## src/rtl/cordic_pkg.sv

```systemverilog
// Shared definitions for the CORDIC cosine iterator.
// Contents: width/iteration defaults, the CORDIC gain K, the arctangent table, the IEEE-754
// single field sizes and bias, the controller state type, and the combinational
// float<->fixed conversion functions.
// Fixed-point values are two's complement with `width` fractional bits, carried in 64-bit
// containers so that every function works for any legal width.
package cordic_pkg;

  localparam int unsigned DefaultWidth      = 24;
  localparam int unsigned DefaultIterations = 24;
  localparam int unsigned MaxStages         = 32;

  localparam int unsigned ExpBits  = 8;
  localparam int unsigned MantBits = 23;
  localparam int          ExpBias  = 127;

  // 0.6072529 * 2^24, the reciprocal of the accumulated CORDIC gain.
  localparam logic [31:0] KQ24 = 32'h009B_74EE;

  typedef enum logic [1:0] {
    StIdle,
    StIter,
    StConv
  } state_e;

  // round(atan(2^-i) * 2^24). For i >= 8 the cubic term is below half an LSB, so the
  // entry is exactly 2^(24-i); beyond i = 24 it rounds to zero.
  function automatic logic [31:0] atan_q24(input logic [4:0] i);
    logic [31:0] v;
    case (i)
      5'd0:    v = 32'h00C9_0FDB;
      5'd1:    v = 32'h0076_B19C;
      5'd2:    v = 32'h003E_B6EC;
      5'd3:    v = 32'h001F_D5BB;
      5'd4:    v = 32'h000F_FAAE;
      5'd5:    v = 32'h0007_FF55;
      5'd6:    v = 32'h0003_FFEB;
      5'd7:    v = 32'h0001_FFFD;
      default: v = (i <= 5'd24) ? (32'd1 << (5'd24 - i)) : 32'd0;
    endcase
    return v;
  endfunction

  // Rescale a value with 24 fractional bits to `width` fractional bits (rounding when
  // narrowing).
  function automatic logic [63:0] scale_q24(input logic [31:0] v, input int unsigned width);
    logic [63:0] r;
    if (width >= 24) begin
      r = 64'(v) << (width - 24);
    end else begin
      r = (64'(v) + (64'd1 << (23 - width))) >> (24 - width);
    end
    return r;
  endfunction

  // IEEE-754 single to fixed point, truncating toward zero. Zeros and denormals give 0;
  // magnitudes above 1.0, infinities and NaNs saturate to +/-2^width (NaN always positive).
  function automatic logic [63:0] float_to_fixed(input logic [31:0] f, input int unsigned width);
    logic                sgn;
    logic [ExpBits-1:0]  ex;
    logic [MantBits-1:0] man;
    logic                nan;
    logic [63:0]         mag;
    int                  sh;
    sgn = f[31];
    ex  = f[30:23];
    man = f[22:0];
    nan = (ex == '1) && (man != '0);
    sh  = int'(ex) - ExpBias - int'(MantBits) + int'(width);
    mag = '0;
    if (ex == '0) begin
      mag = '0;
    end else if (f[30:0] > 31'h3F80_0000) begin
      mag = 64'd1 << width;
    end else if (sh >= 0) begin
      mag = 64'({1'b1, man}) << sh;
    end else if (sh > -64) begin
      mag = 64'({1'b1, man}) >> (-sh);
    end
    // Negating the magnitude after the shift keeps truncation toward zero.
    return (sgn && !nan) ? -mag : mag;
  endfunction

  // Fixed point (sign-extended to 64 bits) to IEEE-754 single, mantissa truncated.
  function automatic logic [31:0] fixed_to_float(input logic signed [63:0] x,
                                                 input int unsigned width);
    logic               sgn;
    logic [63:0]        mag;
    logic [63:0]        norm;
    logic [ExpBits-1:0] ex;
    logic [31:0]        r;
    int                 p;
    sgn = x[63];
    mag = sgn ? -x : x;
    p   = 0;
    for (int b = 0; b < 64; b++) begin
      if (mag[b]) p = b;
    end
    // Leading one moves to bit 63; the 23 bits below it are the mantissa.
    norm = mag << (63 - p);
    ex   = ExpBits'(ExpBias + p - int'(width));
    r    = {sgn, ex, MantBits'(norm >> 40)};
    if (mag == '0) r = '0;
    return r;
  endfunction

endpackage

```

## src/rtl/cordic_stage.sv

```systemverilog
// One CORDIC micro-rotation in rotation mode.
// Ports:
//   x_i, y_i, z_i : pre-iteration vector and residual angle
//   shift_i       : iteration index i, used as the arithmetic shift amount
//   atan_i        : atan(2^-i) in the same fixed-point format
//   x_o, y_o, z_o : post-iteration values (two's-complement wrap in W bits)
module cordic_stage #(
  parameter int unsigned W = 26
) (
  input  logic signed [W-1:0] x_i,
  input  logic signed [W-1:0] y_i,
  input  logic signed [W-1:0] z_i,
  input  logic        [4:0]   shift_i,
  input  logic signed [W-1:0] atan_i,
  output logic signed [W-1:0] x_o,
  output logic signed [W-1:0] y_o,
  output logic signed [W-1:0] z_o
);

  logic signed [W-1:0] x_sh;
  logic signed [W-1:0] y_sh;

  always_comb begin
    x_sh = x_i >>> shift_i;
    y_sh = y_i >>> shift_i;
    // Rotate toward zero residual: positive z rotates by +atan, negative by -atan.
    if (!z_i[W-1]) begin
      x_o = x_i - y_sh;
      y_o = y_i + x_sh;
      z_o = z_i - atan_i;
    end else begin
      x_o = x_i + y_sh;
      y_o = y_i - x_sh;
      z_o = z_i + atan_i;
    end
  end

endmodule

```

## src/rtl/cosine_iterator.sv

```systemverilog
// Iterative CORDIC cosine: accepts an IEEE-754 single angle in radians and returns cos(angle)
// as an IEEE-754 single after ITERATIONS+2 cycles.
// Ports:
//   clk, rst        : clock (rising edge) and asynchronous active-high reset
//   in_valid/ready  : request handshake; ready is high only while idle
//   angle           : input angle, IEEE-754 single
//   out_valid       : one-cycle pulse when result is updated
//   result          : cos(angle), IEEE-754 single, held until the next pulse
//   theta           : accepted angle in fixed point (WIDTH fractional bits)
//   x_s, w_s        : per-iteration x and residual z; entry 0 is the initial state,
//                     entries above ITERATIONS read 0, all held until the next accept
module cosine_iterator
  import cordic_pkg::*;
#(
  parameter int unsigned WIDTH      = DefaultWidth,
  parameter int unsigned ITERATIONS = DefaultIterations
) (
  input  logic                              clk,
  input  logic                              rst,
  input  logic                              in_valid,
  output logic                              in_ready,
  input  logic [31:0]                       angle,
  output logic                              out_valid,
  output logic [31:0]                       result,
  output logic [WIDTH+1:0]                  theta,
  output logic [MaxStages-1:0][WIDTH+1:0]   x_s,
  output logic [MaxStages-1:0][WIDTH+1:0]   w_s
);

  localparam int unsigned         W2       = WIDTH + 2;
  localparam logic [4:0]          LastIter = 5'(ITERATIONS - 1);
  localparam logic signed [W2-1:0] KInit   = W2'(scale_q24(KQ24, WIDTH));

  state_e                          state_q;
  logic [4:0]                      cnt_q;
  logic signed [W2-1:0]            x_q;
  logic signed [W2-1:0]            y_q;
  logic signed [W2-1:0]            z_q;
  logic signed [W2-1:0]            theta_q;
  logic [31:0]                     result_q;
  logic                            out_valid_q;
  logic                            in_ready_q;
  logic [MaxStages-1:0][W2-1:0]    xs_q;
  logic [MaxStages-1:0][W2-1:0]    ws_q;

  logic signed [W2-1:0]            theta_in;
  logic signed [W2-1:0]            atan_cur;
  logic signed [W2-1:0]            x_nxt;
  logic signed [W2-1:0]            y_nxt;
  logic signed [W2-1:0]            z_nxt;
  logic [31:0]                     result_in;

  assign theta_in  = W2'(float_to_fixed(angle, WIDTH));
  assign atan_cur  = W2'(scale_q24(atan_q24(cnt_q), WIDTH));
  assign result_in = fixed_to_float(64'(x_q), WIDTH);

  cordic_stage #(
    .W (W2)
  ) u_stage (
    .x_i     (x_q),
    .y_i     (y_q),
    .z_i     (z_q),
    .shift_i (cnt_q),
    .atan_i  (atan_cur),
    .x_o     (x_nxt),
    .y_o     (y_nxt),
    .z_o     (z_nxt)
  );

  always_ff @(posedge clk or posedge rst) begin
    if (rst) begin
      state_q     <= StIdle;
      cnt_q       <= '0;
      x_q         <= '0;
      y_q         <= '0;
      z_q         <= '0;
      theta_q     <= '0;
      result_q    <= '0;
      out_valid_q <= 1'b0;
      in_ready_q  <= 1'b1;
      xs_q        <= '0;
      ws_q        <= '0;
    end else begin
      out_valid_q <= 1'b0;
      case (state_q)
        StIdle: begin
          if (in_valid && in_ready_q) begin
            theta_q    <= theta_in;
            x_q        <= KInit;
            y_q        <= '0;
            z_q        <= theta_in;
            cnt_q      <= '0;
            xs_q       <= '0;
            ws_q       <= '0;
            xs_q[0]    <= KInit;
            ws_q[0]    <= theta_in;
            in_ready_q <= 1'b0;
            state_q    <= StIter;
          end
        end
        StIter: begin
          x_q                   <= x_nxt;
          y_q                   <= y_nxt;
          z_q                   <= z_nxt;
          xs_q[cnt_q + 5'd1]    <= x_nxt;
          ws_q[cnt_q + 5'd1]    <= z_nxt;
          if (cnt_q == LastIter) begin
            state_q <= StConv;
          end else begin
            cnt_q <= cnt_q + 5'd1;
          end
        end
        StConv: begin
          result_q    <= result_in;
          out_valid_q <= 1'b1;
          in_ready_q  <= 1'b1;
          state_q     <= StIdle;
        end
        default: begin
          state_q    <= StIdle;
          in_ready_q <= 1'b1;
        end
      endcase
    end
  end

  assign in_ready  = in_ready_q;
  assign out_valid = out_valid_q;
  assign result    = result_q;
  assign theta     = theta_q;
  assign x_s       = xs_q;
  assign w_s       = ws_q;

endmodule

```

## config.mk

```make
export PLATFORM = sky130hd
export DESIGN_NAME = cosine_iterator
export DESIGN_NICKNAME = d
export VERILOG_FILES = /design/src/rtl/cordic_pkg.sv /design/src/rtl/cordic_stage.sv /design/src/rtl/cosine_iterator.sv
export SDC_FILE = /design/constraint.sdc
export NUM_CORES = 2
export LEC_CHECK = 0
export CAP_MARGIN = 20
export CORE_AREA = 3 3 685 687
export DETAILED_ROUTE_END_ITERATION = 8
export DIE_AREA = 0 0 688 690
export GPL_TIMING_DRIVEN = 0
export SKIP_CTS_REPAIR_TIMING = 1
export SLEW_MARGIN = 20
export SYNTH_ARGS = -nofsm -noshare
export SYNTH_HDL_FRONTEND = slang
export SYNTH_SLANG_ARGS = --single-unit
```

## constraint.sdc

```tcl
create_clock -name clk -period 71.7 [get_ports clk]
set_clock_uncertainty 0.05 [all_clocks]
set_input_delay 7.17 -clock clk [delete_from_list [all_inputs] [get_ports clk]]
set_output_delay 7.17 -clock clk [all_outputs]
set_load 0.01 [all_outputs]
```

; ---- Word-level counts from Yosys, hierarchy flattened
; Cells that the tools add are included.
[word_totals]
input_bits = 35
ff_bits = 1809
output_inout_bits = 1724
[op_classes]
n_eq_ne = 14
n_reduce_logical = 16
order_cmp = 6
shifts = 6
muxes = 98
bitwise = 1
addsub = 17
[ops]
columns = cell, count
row1 = 832-bit case mux with 2 select lines, 2
row2 = 32-bit two-way mux, 63
row3 = 832-bit bitwise mux, 2
row4 = 832-bit two-way mux, 2
row5 = 26-bit two-way mux, 13
row6 = 26-bit case mux with 8 select lines, 1
row7 = 26-bit case mux with 2 select lines, 3
row8 = 26-bit demux with 5-bit select, 1
row9 = 26-bit adder, 3
row10 = 26-bit subtractor, 3
row11 = 64-bit zero test, 1
row12 = 64-bit two-way mux, 1
row13 = 26-bit negation with 64-bit output, 1
row14 = 64-bit by 32-bit left shift with 63-bit output, 1
row15 = 26-bit by 5-bit >>> shifter with 26-bit output, 2
row16 = 11-bit negation with 32-bit output, 1
row17 = 24-bit by 32-bit left shift with 26-bit output, 1
row18 = 24-bit by 32-bit >> shifter with 26-bit output, 1
row19 = "7-bit by 32-bit subtractor with 32-bit output, first input constant", 1
row20 = "31-bit by 30-bit greater-than comparator with 1-bit output, second input constant", 1
row21 = 26-bit negation, 1
row22 = "1-bit by 5-bit left shift with 26-bit output, first input constant", 1
row23 = 23-bit nonzero test, 1
row24 = "5-bit by 3-bit == test with 1-bit output, second input constant", 4
row25 = 34 further kinds, 47

; ---- Longest topological paths before layout
[logic_depth]
depth_word = 68
ltp_mapped = 32

; ---- Cells and area by module
; A second synthesis with hierarchy kept.
[hier_totals]
cells_unflattened = 8463
area_unflattened_um2 = 81001.4
[by_module_without_submodules]
columns = mod, n_inst, cells_each, area_each_um2, seq_area_each_um2
row1 = cosine_iterator, 1, 7356, 72276.8, 45269.7
row2 = cordic_stage, 1, 1107, 8724.6, 0.0

; ---- Least setup slack after synthesis
; No wires, ideal clock.
[synth_timing]
path_type = in2reg
from = input port angle[23]
to = register z_q[18]
path_slack_ns = 58.421
n_path_buf = 5
path_stages = 23
t_arrival_ns = 13.090
path_cell_list = clkbuf_1 -> inv_2 -> buf_1 -> buf_1 -> ha_1 -> o211ai_1 -> a2111oi_2 -> o22ai_1 -> clkbuf_1 -> or2_2 -> ha_1 -> or4_1 -> nor3_1 -> inv_1 -> a2111oi_0 -> o2111ai_1 -> a21oi_1 -> a311o_1 -> nor3_1 -> buf_2 -> a31oi_1 -> mux2i_1 -> o211ai_1
[synth_via]
elab_chain_cells = 13
[synth_lines]
columns = item, line
row1 = from (decl), cosine_iterator.sv:22  ; input logic [31:0] angle,
row2 = 8-bit by 7-bit subtractor with 9-bit output, cordic_pkg.sv:69  ; sh = int'(ex) - ExpBias - int'(MantBits) + int'(width);
row3 = 9-bit by 6-bit subtractor with 10-bit output, cordic_pkg.sv:69
row4 = 10-bit by 6-bit adder with 11-bit output, cordic_pkg.sv:69
row5 = 11-bit negation with 32-bit output, cordic_pkg.sv:78  ; mag = 64'({1'b1, man}) >> (-sh);
row6 = 24-bit by 32-bit >> shifter with 26-bit output, cordic_pkg.sv:78
row7 = 26-bit two-way mux, cordic_pkg.sv:77  ; end else if (sh > -64) begin
row8 = 26-bit two-way mux, cordic_pkg.sv:75  ; end else if (sh >= 0) begin
row9 = 26-bit two-way mux, cordic_pkg.sv:73  ; end else if (f[30:0] > 31'h3F80_0000) begin
row10 = 26-bit two-way mux, cordic_pkg.sv:71  ; if (ex == '0) begin
row11 = 26-bit negation, cordic_pkg.sv:81  ; return (sgn && !nan) ? -mag : mag;
row12 = 26-bit two-way mux *, cordic_pkg.sv:81
row13 = 26-bit two-way mux *, cosine_iterator.sv:87  ; if (in_valid && in_ready_q) begin
row14 = 26-bit case mux with 2 select lines *, cosine_iterator.sv:85  ; case (state_q)
row15 = to (signal assigned), cosine_iterator.sv:91  ; z_q <= theta_in;
row16 = to (signal assigned), cosine_iterator.sv:104  ; z_q <= z_nxt;
row17 = to (decl), cosine_iterator.sv:38  ; logic signed [W2-1:0] z_q;
; Every way passes the cells marked *; elsewhere a longest branch is shown, timed or not. The select of a mux whose other input is x is not followed.
; A chain may end at the register's enable or synchronous reset.

; ---- Worst setup path in the final report
[layout_timing]
from = input port angle[23]
to = register ws_q, in the netlist w_s[14]
[layout_via]
elab_chain_cells = 13
[layout_lines]
columns = item, line
row1 = 8-bit by 7-bit subtractor with 9-bit output, cordic_pkg.sv:69
row2 = 9-bit by 6-bit subtractor with 10-bit output, cordic_pkg.sv:69
row3 = 10-bit by 6-bit adder with 11-bit output, cordic_pkg.sv:69
row4 = 11-bit negation with 32-bit output, cordic_pkg.sv:78
row5 = 24-bit by 32-bit >> shifter with 26-bit output, cordic_pkg.sv:78
row6 = 26-bit two-way mux, cordic_pkg.sv:77
row7 = 26-bit two-way mux, cordic_pkg.sv:75
row8 = 26-bit two-way mux, cordic_pkg.sv:73
row9 = 26-bit two-way mux, cordic_pkg.sv:71
row10 = 26-bit negation, cordic_pkg.sv:81
row11 = 26-bit two-way mux *, cordic_pkg.sv:81
row12 = 832-bit two-way mux *, cosine_iterator.sv:87
row13 = 832-bit case mux with 2 select lines *, cosine_iterator.sv:85
row14 = "to (signal, indexed assignment)", cosine_iterator.sv:106  ; ws_q[cnt_q + 5'd1] <= z_nxt;
row15 = to (decl), cosine_iterator.sv:44  ; logic [MaxStages-1:0][W2-1:0] ws_q;
; Marked as above.

==> reports/metrics.cfg <==
[clocking]
cts_sinks = 1809
cts.htree.levels = 4
cts_made_buffers = 214
cts_root_buffer = clkbuf_16
clock_latency_ns = 0.94
clock_path_buffers = 4
cts_tree = yes
clk_transition_reported_paths_ns = 0.06

[logic_synthesis]
synth_seq_cells = 1809
syn_avg_cell_area_um2 = 9.921
yosysSeqAreaShare_pct = 55.58
yosysMostFrequentCell = dfrtp_1
syn_area_um2 = 81450
yosys_warnings = 0
yosys_most_used_dff = dfrtp_1
synth_cells = 8210
synth_nets = 8347
synth_top_area_share_pct = 55.55
async_flop_share_pct = 100.0
yosysTopAreaCell = dfrtp_1
post_synth_num_cell_types = 104
synth_common_cells = 1808 x dfrtp_1, 1541 x o21ai_0, 1077 x nand2_1
synth_edf_count = 0
synthTopCellsByArea = dfrtp_1 56%, o21ai_0 9.5%, nand2_1 5.0%

[global_routing]
grt_max_degree = 103
grt_pass1_vias = 77720
track_usage_pct = 25.33
overflow = 0
antenna_found_initial = 128
grt_pass1_wl_mm = 800.6

[sta]
hold_violations = 0
fmax_mhz = 63.76
fin_crit_ns = 15.68
fin_setup_tns_ns = 0
rsz0062_at_grt = false
setup_violations = 0
maxSlewViolCount = 0
period_share_pct = 21.88
tightestPinTransition_ns = 1.300
max_slew_margin_pct = 13.36

[cells_and_area]
drive_gt1_share_pct = 9.717
nets = 10490
syn2layout_area_growth_pct = 45.93
fillers = 49610

[floorplanning]
io_pins = 1759
die_height_um = 690
rows = 250
dieArea_um2 = 474700
start_util_pct = 17.57
fp.coreArea_um2 = 463600
die_w_um = 688

[routing]
dr_total_vias = 80990
drt_iter0_drc = 8723
via_per_inst = 4.834
drc_errors = 0
wirelength_mm = 623.3
drtAntennaViolNets = 0
firstDrtPassIters = 6
routedWlPerCell_um = 37.20

[critical_path]
worstSetupEndpointType = flip-flop
crit_required_ns = 72.38
critical_path_arrival_ns = 16.36
r2r_slack_ns = 61.89
critical_path_peak_fanout = 11
reg2regPathDepth = 26
reg2reg_from = cnt_q[2]
timing.rr.end = z_q[25]
critPathKind = primary input to flip-flop
cp-start-kind = primary input

[placed_design]
gp_congestion = 0.9807
dp_hpwl_mm = 511.8
port_buffers = 1757

[hold_path]
min_delay_path_depth = 2
whs_endpoint = theta[13]
hp-start = theta[13]
hp-class = flip-flop to flip-flop

[status]
status = finished clean

[flow_run]
max_cap_viol_count = 0

[kinds of logic (layout without fill, tap and decap cells)]
logic type / Yosys count / after routing / synth area share, %
adder cells (fa/ha/maj): 102 / 102 / 1.594
multiplexers: 248 / 248 / 4.415
buffers and inverters: 852 / 3170 / 4.023
AO/OA/AOI/OAI: 2558 / 2558 / 18.75
XOR/XNOR: 212 / 212 / 2.298
AND/OR/NAND/NOR: 2429 / 2429 / 13.34
other: 0 / 51 / 0
flip-flops: 1809 / 1809 / 55.58
[cells in the final DEF (no fill, tap or decap), drive strengths merged, types with 51 or more instances in the layout]
cell	netlist	final
nand2	1077	1077
xnor2	131	131
mux2i	117	117
a22o	258	258
dfrtp	1808	1808
xor2	81	81
clkdlybuf4s50	0	1757
ha	99	99
mux4	84	84
nand3	723	723
buf	109	279
a31oi	73	73
clkinv	1	55
nor2	299	299
nor3	82	82
a21oi	272	272
diode	0	51
clkbuf	655	957
o21ai	1547	1547
inv	87	97
[metrics by stage]
stage	area (µm²)	hold WS (ns)	cells	utilization [%]	setup WS [ns]
floorplan	81450	0.4125	8210	-	13.41
finish	118900	0.4205	16750	25.64	56.02
global placement	106800	0.4089	16140	23.03	-12.34
global route	118700	0.4451	16710	25.62	55.66
CTS	118700	0.4223	16700	25.61	56.38
detailed placement	111400	0.4090	16310	24.03	55.43
[worst max-delay path: stages]
cell and delay [ns]:
clkdlybuf4s50_1 0.55, clkbuf_1 0.32, inv_2 0.27, buf_1 0.50, buf_1 0.58, ha_1 0.39
o211ai_1 0.34, a2111oi_2 0.85, o22ai_1 0.44, clkbuf_1 0.37, or2_2 0.36, ha_1 0.30
nand4_1 0.10, nor4_1 0.28, nand2_1 0.15, a211oi_1 0.75, and2_1 0.25, nand2_1 0.06
o21ai_0 0.37, inv_1 0.11, ha_1 0.25, o21ai_0 0.10, nor3_1 0.11, and3_1 0.20
clkbuf_1 0.24, a21oi_1 0.21, xor2_1 0.54, o21ai_0 0.17
[flip-flops by register name (all words and copies together), names as in the netlist, 5 cells and up]
| register | flops |
|---|---|
| result | 32 |
| theta | 26 |
| w_s | 832 |
| y_q | 26 |
| z_q | 26 |
| x_q | 26 |
| x_s | 832 |
| cnt_q | 5 |
[per-layer routing]
layer	routed length (µm)	vias to the layer above	global-route usage (%)
met4	49600	18	16.57
met3	61820	1038	8.634
met1	241900	41610	30.36
met2	269800	4694	38.48
li1	-	33620	-
met5	116	-	0
[final cells by class]
| cell class | instances | area (µm²) | share of cell area [%] |
|---|---|---|---|
| diodes | 51 | 127.6 | 0.1074 |
| plain buffers | 764 | 3257 | 2.740 |
| clock buffers | 302 | 6168 | 5.189 |
| clock inverters | 89 | 1132 | 0.9526 |
| inverters | 88 | 337.8 | 0.2842 |
| multi-input cells | 5549 | 33410 | 28.11 |
| flip-flops and latches | 1809 | 45270 | 38.08 |
| well taps | 6174 | 7725 | 6.499 |
| repair buffers | 1927 | 21430 | 18.03 |
[how the worst max path moves through the flow]
| stage | start | end | cells past startpoint |
|---|---|---|---|
| 2_1_floorplan | rst | cnt_q[0] | 1 |
| 3_3_place_gp | rst | x_s[531] | 2 |
| 3_5_place_dp | angle[23] | z_q[14] | 28 |
| 4_1_cts | angle[23] | w_s[18] | 24 |
| 5_1_grt | angle[23] | w_s[18] | 24 |
| 6_report | angle[23] | w_s[14] | 28 |
Power is left out: the tool's default activity adds up to more than one toggle a clock period on the data nets, which glitch-free logic cannot reach.
